==> src/rtl/csr_access_unit.sv <==
// ---------------------------------------------------------------------------
// csr_access_unit
// Sequencing front end for the CSR file. It takes one CSRRW/CSRRS/CSRRC
// request at a time and runs a probe (read) cycle on the shared CSR bus.
// When the access is legal and writes, one write cycle carrying set/clear
// masks follows. The pre-write value and an illegal flag are then returned
// on a valid/ready response channel.
//
// Optional feature macro: CSR_RO_CHECK_EN
//   defined   : a writing request to addr[11:10] == 2'b11 is flagged illegal
//               and the write cycle is skipped.
//   undefined : legality depends only on ack and a non-reserved op.
//
// Ports
//   clk_i, rst_i        clock, asynchronous active-low reset
//   req_*               request channel from execute (valid/ready)
//   csr_en_o/addr_o     CSR bus enable and address
//   csr_set_o/clear_o   write masks, non-zero only in the write cycle
//   csr_ack_i/rdata_i   OR-combined acknowledge and read data
//   rsp_*               response channel to the pipeline (valid/ready)
// ---------------------------------------------------------------------------
module csr_access_unit #(
    parameter int unsigned XLEN = 32
) (
    input  logic            clk_i,
    input  logic            rst_i,
    input  logic            req_valid_i,
    output logic            req_ready_o,
    input  logic [1:0]      req_op_i,
    input  logic [11:0]     req_addr_i,
    input  logic [XLEN-1:0] req_wdata_i,
    input  logic            req_nowrite_i,
    output logic            csr_en_o,
    output logic [11:0]     csr_addr_o,
    output logic [XLEN-1:0] csr_set_o,
    output logic [XLEN-1:0] csr_clear_o,
    input  logic            csr_ack_i,
    input  logic [XLEN-1:0] csr_rdata_i,
    output logic            rsp_valid_o,
    output logic [XLEN-1:0] rsp_rdata_o,
    output logic            rsp_illegal_o,
    input  logic            rsp_ready_i
);

    localparam int unsigned AW = 12;
    localparam logic [1:0] OP_RW = 2'b01;
    localparam logic [1:0] OP_RS = 2'b10;

    typedef enum logic [1:0] {
        IDLE  = 2'd0,
        READ  = 2'd1,
        WRITE = 2'd2,
        RESP  = 2'd3
    } state_e;

    state_e          state_q;
    logic            req_ready_q;
    logic            csr_en_q;
    logic [AW-1:0]   csr_addr_q;
    logic [XLEN-1:0] csr_set_q;
    logic [XLEN-1:0] csr_clear_q;
    logic            rsp_valid_q;
    logic [XLEN-1:0] rsp_rdata_q;
    logic            rsp_illegal_q;
    logic [1:0]      op_q;
    logic [XLEN-1:0] wdata_q;
    logic            nowrite_q;

    logic            ro_hit_c;
    logic            illegal_c;

    // Read-only window check; the latched bus address doubles as the request address.
`ifdef CSR_RO_CHECK_EN
    assign ro_hit_c = (op_q != 2'b00) && !nowrite_q && (csr_addr_q[AW-1:AW-2] == 2'b11);
`else
    assign ro_hit_c = 1'b0;
`endif

    // Evaluated during the probe cycle only.
    assign illegal_c = !csr_ack_i || (op_q == 2'b00) || ro_hit_c;

    // Sequencer: state plus every registered output.
    always_ff @(posedge clk_i or negedge rst_i) begin
        if (!rst_i) begin
            state_q       <= IDLE;
            req_ready_q   <= 1'b1;
            csr_en_q      <= 1'b0;
            csr_addr_q    <= '0;
            csr_set_q     <= '0;
            csr_clear_q   <= '0;
            rsp_valid_q   <= 1'b0;
            rsp_rdata_q   <= '0;
            rsp_illegal_q <= 1'b0;
            op_q          <= 2'b00;
            wdata_q       <= '0;
            nowrite_q     <= 1'b0;
        end else begin
            case (state_q)
                IDLE: begin
                    if (req_valid_i) begin
                        op_q        <= req_op_i;
                        wdata_q     <= req_wdata_i;
                        nowrite_q   <= req_nowrite_i;
                        csr_addr_q  <= req_addr_i;
                        csr_en_q    <= 1'b1;
                        req_ready_q <= 1'b0;
                        state_q     <= READ;
                    end
                end
                READ: begin
                    rsp_illegal_q <= illegal_c;
                    rsp_rdata_q   <= illegal_c ? '0 : csr_rdata_i;
                    if (illegal_c || nowrite_q) begin
                        csr_en_q    <= 1'b0;
                        csr_addr_q  <= '0;
                        rsp_valid_q <= 1'b1;
                        state_q     <= RESP;
                    end else begin
                        state_q <= WRITE;
                        // Reserved op never reaches here, so the fall-through is RC.
                        case (op_q)
                            OP_RW: begin
                                csr_set_q   <= wdata_q;
                                csr_clear_q <= ~wdata_q;
                            end
                            OP_RS: begin
                                csr_set_q   <= wdata_q;
                                csr_clear_q <= '0;
                            end
                            default: begin
                                csr_set_q   <= '0;
                                csr_clear_q <= wdata_q;
                            end
                        endcase
                    end
                end
                WRITE: begin
                    csr_en_q    <= 1'b0;
                    csr_addr_q  <= '0;
                    csr_set_q   <= '0;
                    csr_clear_q <= '0;
                    rsp_valid_q <= 1'b1;
                    state_q     <= RESP;
                end
                RESP: begin
                    if (rsp_ready_i) begin
                        rsp_valid_q <= 1'b0;
                        req_ready_q <= 1'b1;
                        state_q     <= IDLE;
                    end
                end
                default: begin
                    state_q <= IDLE;
                end
            endcase
        end
    end

    assign req_ready_o   = req_ready_q;
    assign csr_en_o      = csr_en_q;
    assign csr_addr_o    = csr_addr_q;
    assign csr_set_o     = csr_set_q;
    assign csr_clear_o   = csr_clear_q;
    assign rsp_valid_o   = rsp_valid_q;
    assign rsp_rdata_o   = rsp_rdata_q;
    assign rsp_illegal_o = rsp_illegal_q;

endmodule

==> config.mk <==
export PLATFORM = sky130hd
export DESIGN_NAME = csr_access_unit
export DESIGN_NICKNAME = d
export VERILOG_FILES = /design/src/rtl/csr_access_unit.sv
export SDC_FILE = /design/constraint.sdc
export NUM_CORES = 1
export LEC_CHECK = 0
export ABC_CLOCK_PERIOD_IN_PS = 2000
export CAP_MARGIN = 20
export CORE_AREA = 2 2 118 120
export CTS_BUF_LIST = sky130_fd_sc_hd__clkbuf_8 sky130_fd_sc_hd__clkbuf_16
export DETAILED_ROUTE_END_ITERATION = 6
export DIE_AREA = 0 0 120 122
export GPL_TIMING_DRIVEN = 0
export PLACE_DENSITY = 0.79
export SLEW_MARGIN = 10
export SYNTH_ARGS = -nofsm -noshare
export SYNTH_HDL_FRONTEND = slang
export SYNTH_SLANG_ARGS = --single-unit
export TNS_END_PERCENT = 20
==> constraint.sdc <==
create_clock -name clk_i -period 2 [get_ports clk_i]
set_input_delay 0.2 -clock clk_i [delete_from_list [all_inputs] [get_ports clk_i]]
set_output_delay 0.2 -clock clk_i [all_outputs]
set_load 0.02 [all_outputs]
# Yosys cells after proc, flatten, opt, wreduce, memory -nomap -nowiden
# Index checks and enable logic that the tools add are counted.
[word_totals]
register_bits = 149
input_bits = 84
output_inout_bits = 112
elab_cells = 61
[op_classes]
eq_ne = 9
muxes = 23
bitwise_logic = 1
n_reduce_logical = 16
[op_table]
columns = ["cell", "count"]
rows = [
  ["32-bit one-hot mux with 2 select lines", 3],
  ["32-bit two-way mux", 4],
  ["12-bit one-hot mux with 3 select lines", 1],
  ["32-bit NOT", 1],
  ["12-bit two-way mux", 2],
  ["3-bit AND reduction", 3],
  ["2-bit inequality test (second input constant)", 4],
  ["2-bit one-hot mux with 4 select lines", 1],
  ["1-bit two-way mux", 7],
  ["2-bit == test (second input constant)", 3],
  ["1-bit one-hot mux with 3 select lines", 2],
  ["2-bit AND reduction", 3],
  ["3-bit nonzero test", 2],
  ["2-bit by 1-bit == test with 1-bit output (second input constant)", 2],
  ["2-bit logical NOT", 2],
  ["2-bit two-way mux", 2],
  ["2-bit nonzero test", 2],
  ["1-bit logical OR", 2],
  ["1-bit one-hot mux with 2 select lines", 1],
  ["2-bit OR reduction", 1],
  ["1-bit logical NOT", 1],
]

# Logic depth before layout (Yosys ltp)
# Gate-level depths: netlist of the first run.
[logic_depth]
word_depth = 5
depth_mapped = 7
ltp_nobuf = 5

# Worst setup path before layout of the first run
# Ideal clock, no wire load.
[synth_timing]
path_kind = "register -> register"
start = "reg state_q[1]"
end = "reg csr_addr_q[0], in the netlist csr_addr_o[0]"
setup_time_ns = 0.125
arrival_time_ns = 1.682
required_time_ns = 1.875
setup_slack_ns = 0.193
stages_incl_launch_ff = 7
path_buffers = 1
period_less_slack_ns = 1.807
cell_sequence = "dfrtp_1 -> inv_1 -> ha_1 -> and4bb_4 -> nor3_2 -> buf_4 -> mux2_2"
[synth_between]
elab_chain_cells = 3
elab_cells_between_ends = 8
classes_between = "4 x eq/ne; 1 x mux; 3 x reduce/logical"
[synth_lines]
columns = ["element", "line", "text"]
rows = [
  ["start: declaration", "56", "state_e state_q;"],
  ["start signal: assignment", "85", "state_q <= IDLE;"],
  ["start signal: assignment", "107", "state_q <= READ;"],
  ["start signal: assignment", "117", "state_q <= RESP;"],
  ["2-bit by 1-bit == test with 1-bit output (tied with other cells)", "98", "case (state_q)"],
  ["2-bit inequality test (no source line) / 3-bit nonzero test (equally long branches)", "n/a", ""],
  ["3-bit AND reduction (no source line)", "n/a", ""],
  ["end signal: assignment", "104", "csr_addr_q <= req_addr_i;"],
  ["end: declaration", "59", "logic [AW-1:0] csr_addr_q;"],
]
# Several ways; a longest one is shown, not always the timed one.
# A chain may end at the register's enable or synchronous reset.

# Worst setup path in the final report of the first run
[layout_timing]
start = "reg state_q[1]"
end = "reg csr_set_q[23], in the netlist csr_set_o[23]"
[layout_between]
elab_chain_cells = 3
elab_cells_between_ends = 6
classes_between = "3 x eq/ne; 1 x mux; 2 x reduce/logical"
[layout_lines]
columns = ["element", "line", "text"]
rows = [
  ["2-bit by 1-bit == test with 1-bit output / 2-bit == test (equally long branches)", "98", ""],
  ["2-bit inequality test (no source line) / 2-bit nonzero test (equally long branches)", "n/a", ""],
  ["2-bit AND reduction (no source line)", "n/a", ""],
  ["end signal: assignment", "123", "csr_set_q <= wdata_q;"],
  ["end signal: assignment", "127", "csr_set_q <= wdata_q;"],
  ["end: declaration", "60", "logic [XLEN-1:0] csr_set_q;"],
]
# Several ways; a longest one is shown, not always the timed one.

==> results of run 1 <==
==> cells in the final DEF (no fill, tap or decap), types with 2 or more instances in the layout <==
master           count
a21oi_1              3
ha_1                 6
mux2_1              28
bufinv_16            2
clkdlybuf4s50_1    194
clkbuf_1             7
buf_4               12
mux2_2              51
or2_2                2
clkinv_2             5
a22o_1              64
o31ai_1              2
buf_2                5
mux2i_1             34
nor2_1               2
buf_6                4
clkbuf_4             3
inv_1                9
nor2b_1             13
o21ai_0              2
clkbuf_8             3
dfrtp_1            148
inv_2                2
nand2b_1             4
clkbuf_16           17
==> final timing paths <==
path / startpoint / to / slack [ns] / cells past startpoint
setup / recovery: state_q[1] / csr_set_o[23] / 0.10 / 7
max in group asynchronous: rst_i / req_ready_o / 0.90 / 3
min in group clk_i: csr_rdata_i[9] / rsp_rdata_o[9] / 0.38 / 2
hold reg to reg: csr_clear_o[18] / csr_clear_o[18] / 0.49 / 1
setup reg to reg: state_q[1] / csr_set_o[23] / 0.10 / 7
hold / removal: rst_i / csr_set_o[23] / 0.31 / 2
==> worst register-to-register path, stage by stage, from the launching register on <==
cell and delay (ns):
dfrtp_1 0.43, inv_2 0.11, ha_2 0.22, and4bb_4 0.31
a21oi_4 0.08, buf_4 0.15, clkbuf_2 0.20, a22o_1 0.28
==> cells in the mapped netlist <==
library cell and number:
mux2_1 28, inv_1 7, buf_4 4, nor2_1 3
inv_2 1, nand2b_1 4, a31oi_1 1, o31ai_1 2
nand2_1 1, mux2i_1 34, nand3_1 1, a21oi_1 3
buf_2 6, dfrtp_1 148, ha_1 7, and4bb_4 1
a22o_1 64, mux2_2 51, o21ai_0 2, nor3_2 1
nand3b_1 1, clkbuf_1 17, nor4_2 1, nor2b_1 13
dfstp_2 1, or2_2 2, a21oi_4 1, a41oi_1 1
==> area by class of cell <==
class / count / share of cell area, %
flip-flops and latches: 149 / 41.77
multi-input cells: 222 / 24.16
repair buffers: 203 / 22.84
clock buffers: 20 / 5.226
well taps: 180 / 2.522
plain buffers: 26 / 1.892
clock inverters: 12 / 1.261
inverters: 8 / 0.3363
==> sequential cells by signal (all words and copies together), names as in the netlist, 2 cells and up <==
name         count
rsp_rdata_o     32
state_q          2
csr_addr_o      12
csr_set_o       32
op_q             2
wdata_q         32
csr_clear_o     32
==> power by group through the flow <==
stage	sequential [mW]	clock (mW)	combinational, mW
floorplan	6.13	0	3.21
global placement	5.18	0	6.93
detailed placement	5.23	0	7.12
CTS	5.21	3.14	7.19
global route	5.37	3.27	7.83
finish	5.20	3.08	7.28
==> repair_timing <==
item	4_1_cts	5_1_grt
pin swaps	0	2
setup buffers	0	6
resized for setup	10	33
hold buffers	1	0
hold endpoints to repair	64	0
setup endpoints to repair	99	130
==> layer usage <==
metal  global-route usage, %  vias to the layer above
met5                       0                        -
met4                   7.500                        0
met3                   6.788                       14
met2                   33.45                      143
met1                   25.89                     2121
li1                        -                     1919
==> kinds of logic after synthesis <==
kind of cell	share of synthesized area (%)
AOI/OAI and AO/OA	10.50
adders and majority gates	1.455
buffers and inverters	2.557
DFF	61.98
muxes	20.44
and+or+nand+nor	3.077
==> metrics.txt, run 1 <==
status=finished, final reports clean; Hold WC Path Type=input pin to async pin; Fin Setup TNS=0 ns; gr ovfl total=0; drt drc=0; Clock Sinks=149; share of the synthesized area in the top cell type=about three fifths; layout cells sized above 1=18.59%; post-detailed-route wirelength per cell=17.65 um; sw frac=35.63%; clk root buf=clkbuf_16; Yosys top cell by area=dfrtp_1; syn_nets=497; Slew HR=66.55%; Power, Total=15.56 mW; Worst path max stage delay=0.43 ns; clk slew on worst S/H paths=0.06 ns; unrepaired setup endpoints after global routing=yes; final hold slack=0.3143 ns; Synth Cell Area=between 6000 and 7000 um2; startpoint class of the critical path=flop; Detailed Routing Iterations Pass 1=4; cell area power density=1742 nW/um2; Comb power frac=46.8%; first-pass GRT wire length=23.34 mm; Internal=roughly 10 mW; Routed met3 length=967 um; Max Used Layer=met4; largest cells by area after synthesis=dfrtp_1 (62%), mux2_2 (9.5%), a22o_1 (9.3%); IO buf count=195; number of CTS-inserted buffers=17; WP buf/inv=3; H-tree levels=4; detailed-route via count=approximately 4200; clock latency on the worst-skew pair=0.42 ns; Max Buffers Root-to-Sink=2; placed inst area=slightly above 8000 um2; yosys warns=0; met1 WL=6.245 mm; dpl hpwl=10.43 mm; Area Growth Syn to Fin=48.38%; Die X-Extent=120 um; Fill cells=986; Final #Nets=718; CTS tree=done; largest net degree at the start of global routing=between 80 and 90; Least-Margin Pin Slew=roughly 0.5 ns; Inserted Diodes=0; Multi-input gate area=2157 um2; Final Hold Vio Count=0; number of global-route vias before repair=4546; core area=between 10000 and 15000 um2; Iter 0 DRT Violations=between 150 and 200; Die Y=between 100 and 150 um; Slew Viols, Final=0; Post-DRT Antenna Nets=0; routability congestion estimate=between 0.8 and 0.9; final instance area=8930 um2; FMAX=approximately 0.53 GHz; Reg area=3730 um2; crit path DAT=about 2.2 ns; antenna violations before repair=0; final setup vio count=0; Final Non-Filler Cells=820; pre-CTS setup slack=-0.3079 ns; Via density=around 5.1; Static Leak=4.061 nW; maxcap violations=0; # rows=43; slowest CP cell=dfrtp_1; Synth cell types=28; fin crit period=1.900 ns; switching pwr=5.542 mW; Total Routing Usage GR=20.61%; clock power share=between 10% and 20%; VDD IR max=0.7556 mV; Syn Area/Cell=14.82 um2; Cells after DPL=just under 800; Post-Route WL=14.48 mm; critical path class=flop to flop; CP top delay family=buffers and inverters; Flop pwr share=approximately 33%; die area=14640 um2; met2 wire length=7.111 mm; Critical Path End Type=flop; skew final=0.008592 ns; final worst slack=0.1001 ns; initial core utilization=44.57%; register area share after synthesis=about three fifths; Post-Syn Instances=406; highest net fanout along the worst path=10; post-layout util=66.13%; IO Count=196; cells along the critical path=inv_2 -> ha_2 -> and4bb_4 -> a21oi_4 -> buf_4 -> clkbuf_2 -> a22o_1; Worst Path Required=2.30 ns; period utilization=between 90% and 100%; Synth Register Bits=149
Power figures use the tool's default switching activity.
==> run 2, diff against run 1 <==
Settings changed: PLACE_DENSITY 0.79 to default, PLACE_DENSITY_LB_ADDON from default to 0.3, SLEW_MARGIN 10 to 15.
==> metrics.txt, run 2 (same netlist as run 1, synthesis figures left out) <==
Hold WC Path Type=input pin to async pin (unchanged); commonest non-fill, non-tap cell in the layout=clkdlybuf4s50_1 (unchanged); highest net fanout along the worst path=10 (unchanged); # rows=43 (unchanged); worst r2r dst=csr_addr_o[0] (was csr_set_o[23]); dpl hpwl=10.34 mm (was 10.43 mm); unrepaired setup endpoints after global routing=no (was yes); status=finished, final reports clean (unchanged); Post-DRT Antenna Nets=0 (unchanged); skew final=0.005215 ns (was 0.008592 ns); fin crit period=1.901 ns (was 1.900 ns); Final Hold Vio Count=0 (unchanged); gr ovfl total=0 (unchanged); Inserted Diodes=0 (unchanged); H-tree levels=4 (unchanged); detailed-route via count=4224 (was 4197); CTS tree=done (unchanged); Iter 0 DRT Violations=247 (was 170); antenna violations before repair=0 (unchanged); Via density=5.170 (was 5.118); initial core utilization=44.57% (unchanged); slowest CP cell=dfrtp_1 (unchanged); clk slew on worst S/H paths=0.06 ns (about the same); Power, Total=16.15 mW (was 15.56 mW); Worst Reg-to-Reg Cells=6 (was 7); routability congestion estimate=0.7568 (was 0.8165); Die Y=122 um (unchanged); cells along the critical path=inv_2 -> ha_2 -> and4bb_4 -> nor3_4 -> buf_4 -> mux2_2 (was inv_2 -> ha_2 -> and4bb_4 -> a21oi_4 -> buf_4 -> clkbuf_2 -> a22o_1); VDD IR max=0.8932 mV (was 0.7556 mV); startpoint class of the critical path=flop (unchanged); Slew HR=63.45% (was 66.55%); Worst path max stage delay=0.40 ns (was 0.43 ns); largest net degree at the start of global routing=79 (was 86); cell area power density=1792 nW/um2 (was 1742 nW/um2); FMAX=0.5262 GHz (was 0.5263 GHz); IO buf count=195 (unchanged); crit path DAT=2.20 ns (about the same); Static Leak=4.085 nW (was 4.061 nW); core area=13500 um2 (unchanged); Clock Sinks=149 (unchanged); CP endpoint=csr_addr_o[0] (was csr_set_o[23]); first-pass GRT wire length=23.13 mm (was 23.34 mm); Fin Setup TNS=0 ns (unchanged); most frequent cells in the layout=clkdlybuf4s50_1 (194), dfrtp_1 (147), a22o_1 (64), mux2_2 (51), mux2i_1 (34) (was clkdlybuf4s50_1 (194), dfrtp_1 (148), a22o_1 (64), mux2_2 (51), mux2i_1 (34)); Die X-Extent=120 um (unchanged); Slew Viols, Final=0 (unchanged); clock latency on the worst-skew pair=0.42 ns (about the same); Final #Nets=715 (was 718); Critical Path End Type=flop (unchanged); register-to-register setup slack=0.1 ns (was 0.10 ns); period utilization=95.03% (was 95.00%); IO Count=196 (unchanged); Total Routing Usage GR=20.25% (was 20.61%); maxcap violations=0 (unchanged); layout cells sized above 1=18.21% (was 18.59%); post-detailed-route wirelength per cell=17.63 um (was 17.65 um); number of CTS-inserted buffers=17 (unchanged); final setup vio count=0 (unchanged); Worst Path Required=2.30 ns (about the same); Critical path origin=state_q[1] (unchanged); die area=14640 um2 (unchanged); Detailed Routing Iterations Pass 1=4 (unchanged); Area Growth Syn to Fin=49.79% (was 48.38%); Max Buffers Root-to-Sink=2 (unchanged); Post-Route WL=14.40 mm (was 14.48 mm); Worst R2R Start=state_q[1] (unchanged); Least-Margin Pin Slew=0.5482 ns (was 0.5018 ns); clk root buf=clkbuf_16 (unchanged); number of global-route vias before repair=4588 (was 4546); critical path class=flop to flop (unchanged); drt drc=0 (unchanged)
[run 2: cell count changes in the layout (fill, tap and decap cells not counted), moves of 2 or more]
cell	change
bufinv_16	+5
buf_6	-4
buf_4	-3
clkbuf_4	+3
buf_2	-2
clkbuf_1	+2
clkbuf_8	-2
clkinv_2	-2
inv_1	-2
[run 2: worst min path at each step]
stage,endpoint,slack (ns),from
floorplan,csr_addr_o[0],-0.1,rst_i
global placement,csr_clear_o[17],0.48,csr_clear_o[17]
detailed placement,wdata_q[25],0.20,rst_i
global route,rsp_rdata_o[19],0.37,csr_rdata_i[19]
finish,wdata_q[25],0.33,rst_i
CTS,csr_clear_o[28],0.36,rst_i
[run 2: repair_timing]
item | CTS | global route
setup endpoints to repair | 69 | 129
hold endpoints to repair | 70 | 0
setup buffers | 3 | 0
pin swaps | 1 | 0
hold buffers | 1 | 0
gates cloned | 0 | 0
resized for setup | 8 | 24
[run 2: layout make-up]
cell class | count | area (um2)
Buffer | 26 | 151.4
Clock buffer | 18 | 439.2
Clock inverter | 14 | 254.0
Fill cell | 972 | 4489
Inverter | 8 | 30.03
Multi-Input combinational cell | 222 | 2155
Sequential cell | 149 | 3731
Tap cell | 180 | 225.2
Timing Repair Buffer | 200 | 2029
[run 2: critical path: cells and delay by family (launching register included)]
family | cells | cell delay [ns]
mux | 1 | 0.35
flops | 1 | 0.40
simple gates | 2 | 0.50
fa+ha+maj | 1 | 0.20
buf+inv | 2 | 0.33
[run 2: where the power goes]
part / switching (mW) / leakage [nW] / total [mW] / internal [mW]
Sequential: 0.877 / 1.92 / 5.20 / 4.32
Clock: 1.23 / 0.341 / 3.72 / 2.49
Combinational: 3.50 / 1.83 / 7.24 / 3.74
Total: 5.60 / 4.08 / 16.2 / 10.5
[run 2: stage by stage]
step	util, %	setup slack (ns)	instances	instance area, um2	hold WS [ns]
4_1_cts	66.56	-0.01691	818	8989	0.3606
5_1_grt	66.76	0.002887	817	9015	0.3684
6_report	66.76	0.09949	817	9015	0.3317
3_5_place_dp	60.93	-0.3151	782	8228	0.2028
3_3_place_gp	60.69	-4.994	781	8195	0.4770
2_1_floorplan	-	0.1934	406	6018	-0.09559
[run 2: per-layer routing]
layer | global-route usage [%] | vias to the layer above | share of wire (%) | wire length, um
li1 | - | 1922 | - | -
met1 | 24.94 | 2137 | 42 | 6029
met2 | 33.10 | 146 | 48 | 6982
met3 | 7.631 | 19 | 8.3 | 1190
met4 | 6.618 | 0 | 1.4 | 198
met5 | 0 | - | 0 | 0
